`config.mk`:
```
export PLATFORM = sky130hd
export DESIGN_NAME = pipe_skid_reg
export DESIGN_NICKNAME = d
export VERILOG_FILES = /design/src/rtl/pipe_skid_reg.sv
export SDC_FILE = /design/constraint.sdc
export NUM_CORES = 1
export LEC_CHECK = 0
export BUFFER_PORTS_ARGS = -buffer_cell sky130_fd_sc_hd__buf_2
export CAP_MARGIN = 40
export CORE_ASPECT_RATIO = 0.8
export CORE_MARGIN = 2
export CORE_UTILIZATION = 30
export CTS_BUF_LIST = sky130_fd_sc_hd__clkbuf_4
export DETAILED_ROUTE_END_ITERATION = 10
export PLACE_DENSITY_LB_ADDON = 0.3
export SETUP_SLACK_MARGIN = 0.1
export SLEW_MARGIN = 15
export SYNTH_ARGS = -nofsm -noshare
export SYNTH_HDL_FRONTEND = slang
export SYNTH_SLANG_ARGS = --single-unit
```
`constraint.sdc`:
```
create_clock -name clk -period 1.5 [get_ports clk]
set_input_delay 0.15 -clock clk [delete_from_list [all_inputs] [get_ports clk]]
set_output_delay 0.15 -clock clk [all_outputs]
set_load 0.02 [all_outputs]
```
`src/rtl/pipe_skid_reg.sv`:
```
// pipe_skid_reg
//   Pipeline stage register with optional one-entry skid buffer. The main
//   register (M) always drives the outputs. With SKID=1 a second register (S)
//   catches the beat that arrives while M is stalled, so in_ready can come
//   straight from a flop and has no combinational path from out_ready. With
//   SKID=0 only M exists, and in_ready is combinational.
//   Control bits are zeroed whenever an entry is invalid, so downstream logic
//   can use out_ctrl without gating it by out_valid. Payload bits are left
//   alone on a bubble.
//
// Ports
//   clk, reset            single clock; synchronous active-high reset
//   flush                 drop all held entries and the current input beat
//   in_valid/in_ready     upstream handshake
//   in_ctrl, in_data      upstream control fields and payload
//   out_valid/out_ready   downstream handshake
//   out_ctrl, out_data    registered control and payload, taken from M
//   count                 number of held entries (0..2)
module pipe_skid_reg #(
  parameter int DATA_W = 32,
  parameter int CTRL_W = 8,
  parameter int SKID   = 1
) (
  input  logic              clk,
  input  logic              reset,
  input  logic              flush,
  input  logic              in_valid,
  output logic              in_ready,
  input  logic [CTRL_W-1:0] in_ctrl,
  input  logic [DATA_W-1:0] in_data,
  output logic              out_valid,
  input  logic              out_ready,
  output logic [CTRL_W-1:0] out_ctrl,
  output logic [DATA_W-1:0] out_data,
  output logic [1:0]        count
);

  localparam bit HAS_SKID = (SKID != 0);

  logic              m_vld_q, m_vld_d;
  logic [CTRL_W-1:0] m_ctrl_q, m_ctrl_d;
  logic [DATA_W-1:0] m_data_q, m_data_d;
  logic              s_vld_q, s_vld_d;
  logic [CTRL_W-1:0] s_ctrl_q, s_ctrl_d;
  logic [DATA_W-1:0] s_data_q, s_data_d;
  logic              rdy_q, rdy_d;

  logic accept;
  logic consume;
  logic m_free;

  // With a skid slot, in_ready is the registered "S is empty" flag.
  assign in_ready = HAS_SKID ? rdy_q : (out_ready | ~m_vld_q);

  always_comb begin
    accept   = in_valid & in_ready & ~flush;
    consume  = m_vld_q & out_ready;
    m_free   = ~m_vld_q | consume;

    m_vld_d  = m_vld_q;
    m_ctrl_d = m_ctrl_q;
    m_data_d = m_data_q;
    s_vld_d  = s_vld_q;
    s_ctrl_d = s_ctrl_q;
    s_data_d = s_data_q;

    if (flush) begin
      m_vld_d  = 1'b0;
      m_ctrl_d = '0;
      s_vld_d  = 1'b0;
      s_ctrl_d = '0;
    end else if (m_free) begin
      if (s_vld_q) begin
        // The oldest beat is in S, so it moves to M first to keep FIFO order.
        m_vld_d  = 1'b1;
        m_ctrl_d = s_ctrl_q;
        m_data_d = s_data_q;
        s_vld_d  = accept;
        s_ctrl_d = accept ? in_ctrl : '0;
        if (accept) s_data_d = in_data;
      end else begin
        // Straight pass-through; no accept means a bubble with ctrl zeroed
        // and the payload left holding its last value.
        m_vld_d  = accept;
        m_ctrl_d = accept ? in_ctrl : '0;
        if (accept) m_data_d = in_data;
        s_vld_d  = 1'b0;
        s_ctrl_d = '0;
      end
    end else if (accept) begin
      // M is stalled: park the new beat in S.
      s_vld_d  = 1'b1;
      s_ctrl_d = in_ctrl;
      s_data_d = in_data;
    end

    if (!HAS_SKID) begin
      s_vld_d  = 1'b0;
      s_ctrl_d = '0;
      s_data_d = '0;
    end

    rdy_d = ~s_vld_d;
  end

  always_ff @(posedge clk) begin
    if (reset) begin
      m_vld_q  <= 1'b0;
      m_ctrl_q <= '0;
      m_data_q <= '0;
      s_vld_q  <= 1'b0;
      s_ctrl_q <= '0;
      s_data_q <= '0;
      rdy_q    <= 1'b1;
    end else begin
      m_vld_q  <= m_vld_d;
      m_ctrl_q <= m_ctrl_d;
      m_data_q <= m_data_d;
      s_vld_q  <= s_vld_d;
      s_ctrl_q <= s_ctrl_d;
      s_data_q <= s_data_d;
      rdy_q    <= rdy_d;
    end
  end

  assign out_valid = m_vld_q;
  assign out_ctrl  = m_ctrl_q;
  assign out_data  = m_data_q;
  assign count     = {1'b0, m_vld_q} + {1'b0, s_vld_q};

endmodule

```
* After elaboration in Yosys (flattened, before gate mapping)
Index checks and enable logic that the tools add are counted.
Cells by class: add/sub/neg operators 1, mux-type cells 15, eq/ne operators 1, shift operators 0, reductions and logical operators 5, div/mod/pow operators 0, bitwise gates (word level) 7, multipliers 0, magnitude comparators 0
Operators with widths (count):
- $mux 32 | 5
- $mux 8 | 5
- $mux 1 | 5
- $reduce_bool 2->1 | 2
- $and 1x1->1 | 3
- $not 1->1 | 3
- $reduce_and 3->1 | 1
- $add 1x1->2 | 1
- $ne 2x2->1 const B | 1
- $reduce_and 2->1 | 1
- $reduce_or 2->1 | 1
- $or 1x1->1 | 1
Word-level totals: latch bits 0, bits of input ports 45, memory bits (writable) 0, memories kept 0, bits in read-only memories 0, word-level logic and storage cells 36, flip-flop bits (word level) 83

* Depth between registers and ports, before layout
word-level depth 6, depth in mapped cells 6

* Worst setup path before layout
OpenSTA, ideal clock, no wires.
path kind register to register, start point register rdy_q (netlist: in_ready), end point register s_data_q[10], library setup time 0.072 ns, stages on the path, launching flop included 6, period minus slack after synthesis 1.612 ns, setup slack -0.112 ns, arrival 1.540 ns, buffers on the path 2, cell sequence dfxtp_1 buf_8 nand2_8 a211oi_4 buf_8 mux2i_1
Between the ends: longest elaborated chain between the ends 5
Ends and longest elaborated chain:
- start: declaration | line 46 | logic rdy_q, rdy_d;
- start signal: assignment | line 122 | rdy_q <= rdy_d;
- $and 1x1->1 (*) (2 in series) | line 56 | accept = in_valid & in_ready & ~flush;
- $mux 32 (*)
- $mux 32
- $mux 32 (*)
- end signal: assignment | line 121 | s_data_q <= s_data_d;
- end: declaration | line 45 | logic [DATA_W-1:0] s_data_q, s_data_d;
Every way passes the cells marked *; elsewhere a longest branch is shown, timed or not. The select of a mux whose other input is x is not followed. A chain may end at the register's enable or synchronous reset.

* Final worst setup path
start point register s_vld_q, end point register m_data_q[22] (netlist: out_data[22])
Between the ends: longest elaborated chain between the ends 2, elaborated cells on any way between the ends 3
Ends and longest elaborated chain:
- start: declaration | line 43 | logic s_vld_q, s_vld_d;
- start signal: assignment | line 119 | s_vld_q <= s_vld_d;
- $reduce_bool 2->1 (no line)
- $reduce_and 3->1 (no line)
- end signal: assignment | line 118 | m_data_q <= m_data_d;
- end: declaration | line 42 | logic [DATA_W-1:0] m_data_q, m_data_d;
Several ways; a longest one is shown, not always the timed one.

==> results.yml <==
placed_design:
  gp_congestion: 0.711
  pre_cts_ws_ns: 0.0354
  placed_area_mm2: 0.00460
  dp_hpwl_mm: 6.57
  io_buffers: 88
synthesis:
  synth_ff_type: "dfxtp_1"
  ys_warn_count: 0
  synth_top_family_by_area: "simple AND/OR/NAND/NOR gates"
  yosysUniqueCellTypes: 31
  synthSimpleGateAreaFrac_pct: 19.4
  ys_ff_latch: 83
  synth_xor_area_share_pct: 0
  async_flop_share_pct: 0
  syn_inst: 411
  synth_fa_ha_area_share_pct: 0.315
  synth_compound_area_share_pct: 11.9
  synth_area_mm2: 0.00397
  synth_mux_area_share_pct: 17.1
  mappedNetlistNets: 457
  yosysSeqAreaShare_pct: 41.8
  synth_edf_count: 0
  synth_area_per_cell_um2: 9.67
power:
  intPower_w: 0.00302
  p_switching_w: 0.00122
  power_density_mw_per_mm2: 735
  p_clk_share_pct: 26.0
  pwr-share-seq_pct: 54.6
  switching_share_pct: 28.8
  ir_worst_vdd_mv: 0.388
  total_leakage_power_nw: 2.14
  power_frac_comb_pct: 19.4
timing:
  timing.hold.ws_ns: 0.114
  slew_headroom_pct: 71.3
  grt_setup_unrepaired: "true"
  finClkSkew_ns: 0.00948
  finalCritPeriodShare_pct: 101
  setup_violations: 3
  fmax_mhz: 662
  finalHoldViolations: 0
  setup_slack_ns: -0.0106
  period_minus_slack_ns: 1.51
  drv_slew: 0
  setup_tns_ns: -0.0217
  worst_pin_slew_ns: 0.431
worst_setup_path:
  start_kind: "flip-flop"
  critical_path_required_ns: 1.82
  r2r_cells: 6
  critPathBufInv: 3
  slowest_stage: "dfxtp_4"
  crit_path_max_incr_delay_ns: 0.39
  path_delay_family: "buffers and inverters"
  crit_path_cell_trace: "buf_12 > buf_12 > clkbuf_16 > mux2_4 > nor4_4 > a211oi_1"
  critPathMaxFanout: 6
  rrSetupSlack_ns: -0.01
  critPathKind: "reg -> reg"
  cp_common_cell: "buf_12"
  endpoint_kind: "flip-flop"
  arrival_ns: 1.83
  r2r_start: "s_vld_q$_SDFF_PP0_"
  rr_endpoint: "out_data[22]$_SDFFE_PP0P_"
floorplanning:
  coreArea_mm2: 0.0129
  rows: 37
  die_w_um: 133
  io_pins: 89
  die_h_um: 107
  dieArea_mm2: 0.0142
  start_util_pct: 30.8
global_route:
  grt_pass1_wl_mm: 17.6
  met3_usage_pct: 3.69
  grt_usage_pct: 15.5
  antenna_found_initial: 0
  grt_pass1_vias: 3422
  met2_usage_pct: 24.9
  met1_usage_pct: 20.9
  grt_overflow: 0
  busiest_layer: "met2"
  grt_max_degree: 51
layout:
  fin_util_pct: 44.7
  num-fill-cells: 1266
  drive_above_1_share_pct: 39.8
  final_common_cell: "buf_2"
  layout_common_cells: "86 x buf_2, 80 x dfxtp_1, 65 x nand2b_1"
  syn_to_final_growth_pct: 45.4
  antenna_cells: 0
  stdcell_area_mm2: 0.00578
  nets: 586
route:
  vias: 3489
  route.detailed.drc: 0
  wl_mm: 11.3
  first_pass_iters: 4
  viasPerCell: 4.85
  wire_per_inst_um: 15.7
  ant_nets: 0
  first_iter_violations: 141
worst_hold_path:
  hold_depth: 3
  hold_class: "in -> reg"
  min_from: "in_valid"
  holdPathEnd: "s_ctrl_q[5]$_SDFFE_PP0P_"
run_status:
  status: "complete, but fails checks"
  violations: "setup timing"
cts:
  clk_pin_slew_ns: 0.13
  cts_buffers: 9
  clockRootBuffer: "clkbuf_4"
  h-tree-depth: 3
  cts.sinks: 83
  worstSkewPairLatency_ns: 0.43
  clock_path_buffers: 2
  cts_tree: "done"
flow_run:
  maxCapViolCount: 0
-- synthesized netlist by cell type, types with 4 or more instances --
cell type  count  area, um^2
dfxtp_1       83        1660
nand2b_1      65         407
a211oi_1      32         240
inv_1         32         120
mux2_2        32         360
mux2i_1       32         320
nor4_1        32         200
clkbuf_1      21        78.8
buf_2          9        45.0
nor2_1         9        33.8
a21oi_1        8        40.0
a221oi_1       8        70.1
nand3_1        8        40.0
nor3_1         8        40.0
o2111ai_1      8        70.1
buf_6          4        45.0
buf_8          4        60.1
-- sequential cells by signal (all words and copies together), names as in the netlist --
register and flops:
out_valid 1, s_ctrl_q 8, in_ready 1, s_data_q 32, out_ctrl 8, out_data 32, s_vld_q 1
-- cells by family (layout without fill, tap and decap cells) --
logic type      count (synthesis)  in the layout
compound gates                 61             61
mux                            64             64
buf+inv                        75            209
flops                          83             83
fa+ha+maj                       1              1
simple gates                  127            127
-- power groups by stage --
stage          clock, W  sequential [W]  combinational, W
2_1_floorplan         0         0.00245          0.000314
4_1_cts         0.00116         0.00232          0.000750
6_report        0.00110         0.00232          0.000825
3_3_place_gp          0         0.00237          0.000611
3_5_place_dp          0         0.00237          0.000619
5_1_grt         0.00124         0.00233          0.000892
-- worst min-delay path, stage by stage --
cell and delay (ns):
buf_2 0.18, o2111ai_1 0.11, a21oi_1 0.06
-- per-stage QoR --
stage	instances	power [W]
2_1_floorplan	411	0.00276
3_3_place_gp	651	0.00298
3_5_place_dp	651	0.00299
4_1_cts	715	0.00423
5_1_grt	720	0.00446
6_report	720	0.00425
-- worst max-delay path by stage --
stage | cells past startpoint | endpoint | from | slack [ns]
after global placement | 4 | out_data[13]$_SDFFE_PP0P_ | s_vld_q$_SDFF_PP0_ | 0.05
after floorplan | 5 | s_data_q[10]$_SDFFE_PP0P_ | in_ready$_SDFF_PP1_ | 0.08
after CTS | 6 | out_data[3]$_SDFFE_PP0P_ | s_vld_q$_SDFF_PP0_ | 0.02
final | 6 | out_data[22]$_SDFFE_PP0P_ | s_vld_q$_SDFF_PP0_ | -0.01
after global routing | 6 | out_data[22]$_SDFFE_PP0P_ | s_vld_q$_SDFF_PP0_ | -0.06
after detailed placement | 4 | out_data[13]$_SDFFE_PP0P_ | s_vld_q$_SDFF_PP0_ | 0.04
-- cell type report --
type	count	area (um^2)	share of cell area [%]
clock buffer	11	82.6	1.43
clock inverter	5	20.0	0.347
inverter	33	129	2.23
multi-input combinational	253	2320	40.1
sequential	83	1670	29.0
tap	175	219	3.79
timing repair buffer	160	1340	23.1
-- metal layers --
| layer | share of wire, % | vias to the layer above |
|---|---|---|
| met5 | 0 | - |
| met1 | 49 | 1700 |
| li1 | - | 1711 |
| met3 | 4.4 | 10 |
| met2 | 46 | 68 |
| met4 | 0.80 | 0 |
-- repair_timing --
| action | CTS | global route |
|---|---|---|
| setup endpoints to repair | 56 | 84 |
| pin swaps | 1 | 16 |
| setup buffers | 5 | 0 |
| hold buffers | 40 | 0 |
| hold endpoints to repair | 40 | 0 |
| cloned | 3 | 5 |
| resized for setup | 39 | 43 |
Power figures use the tool's default switching activity.
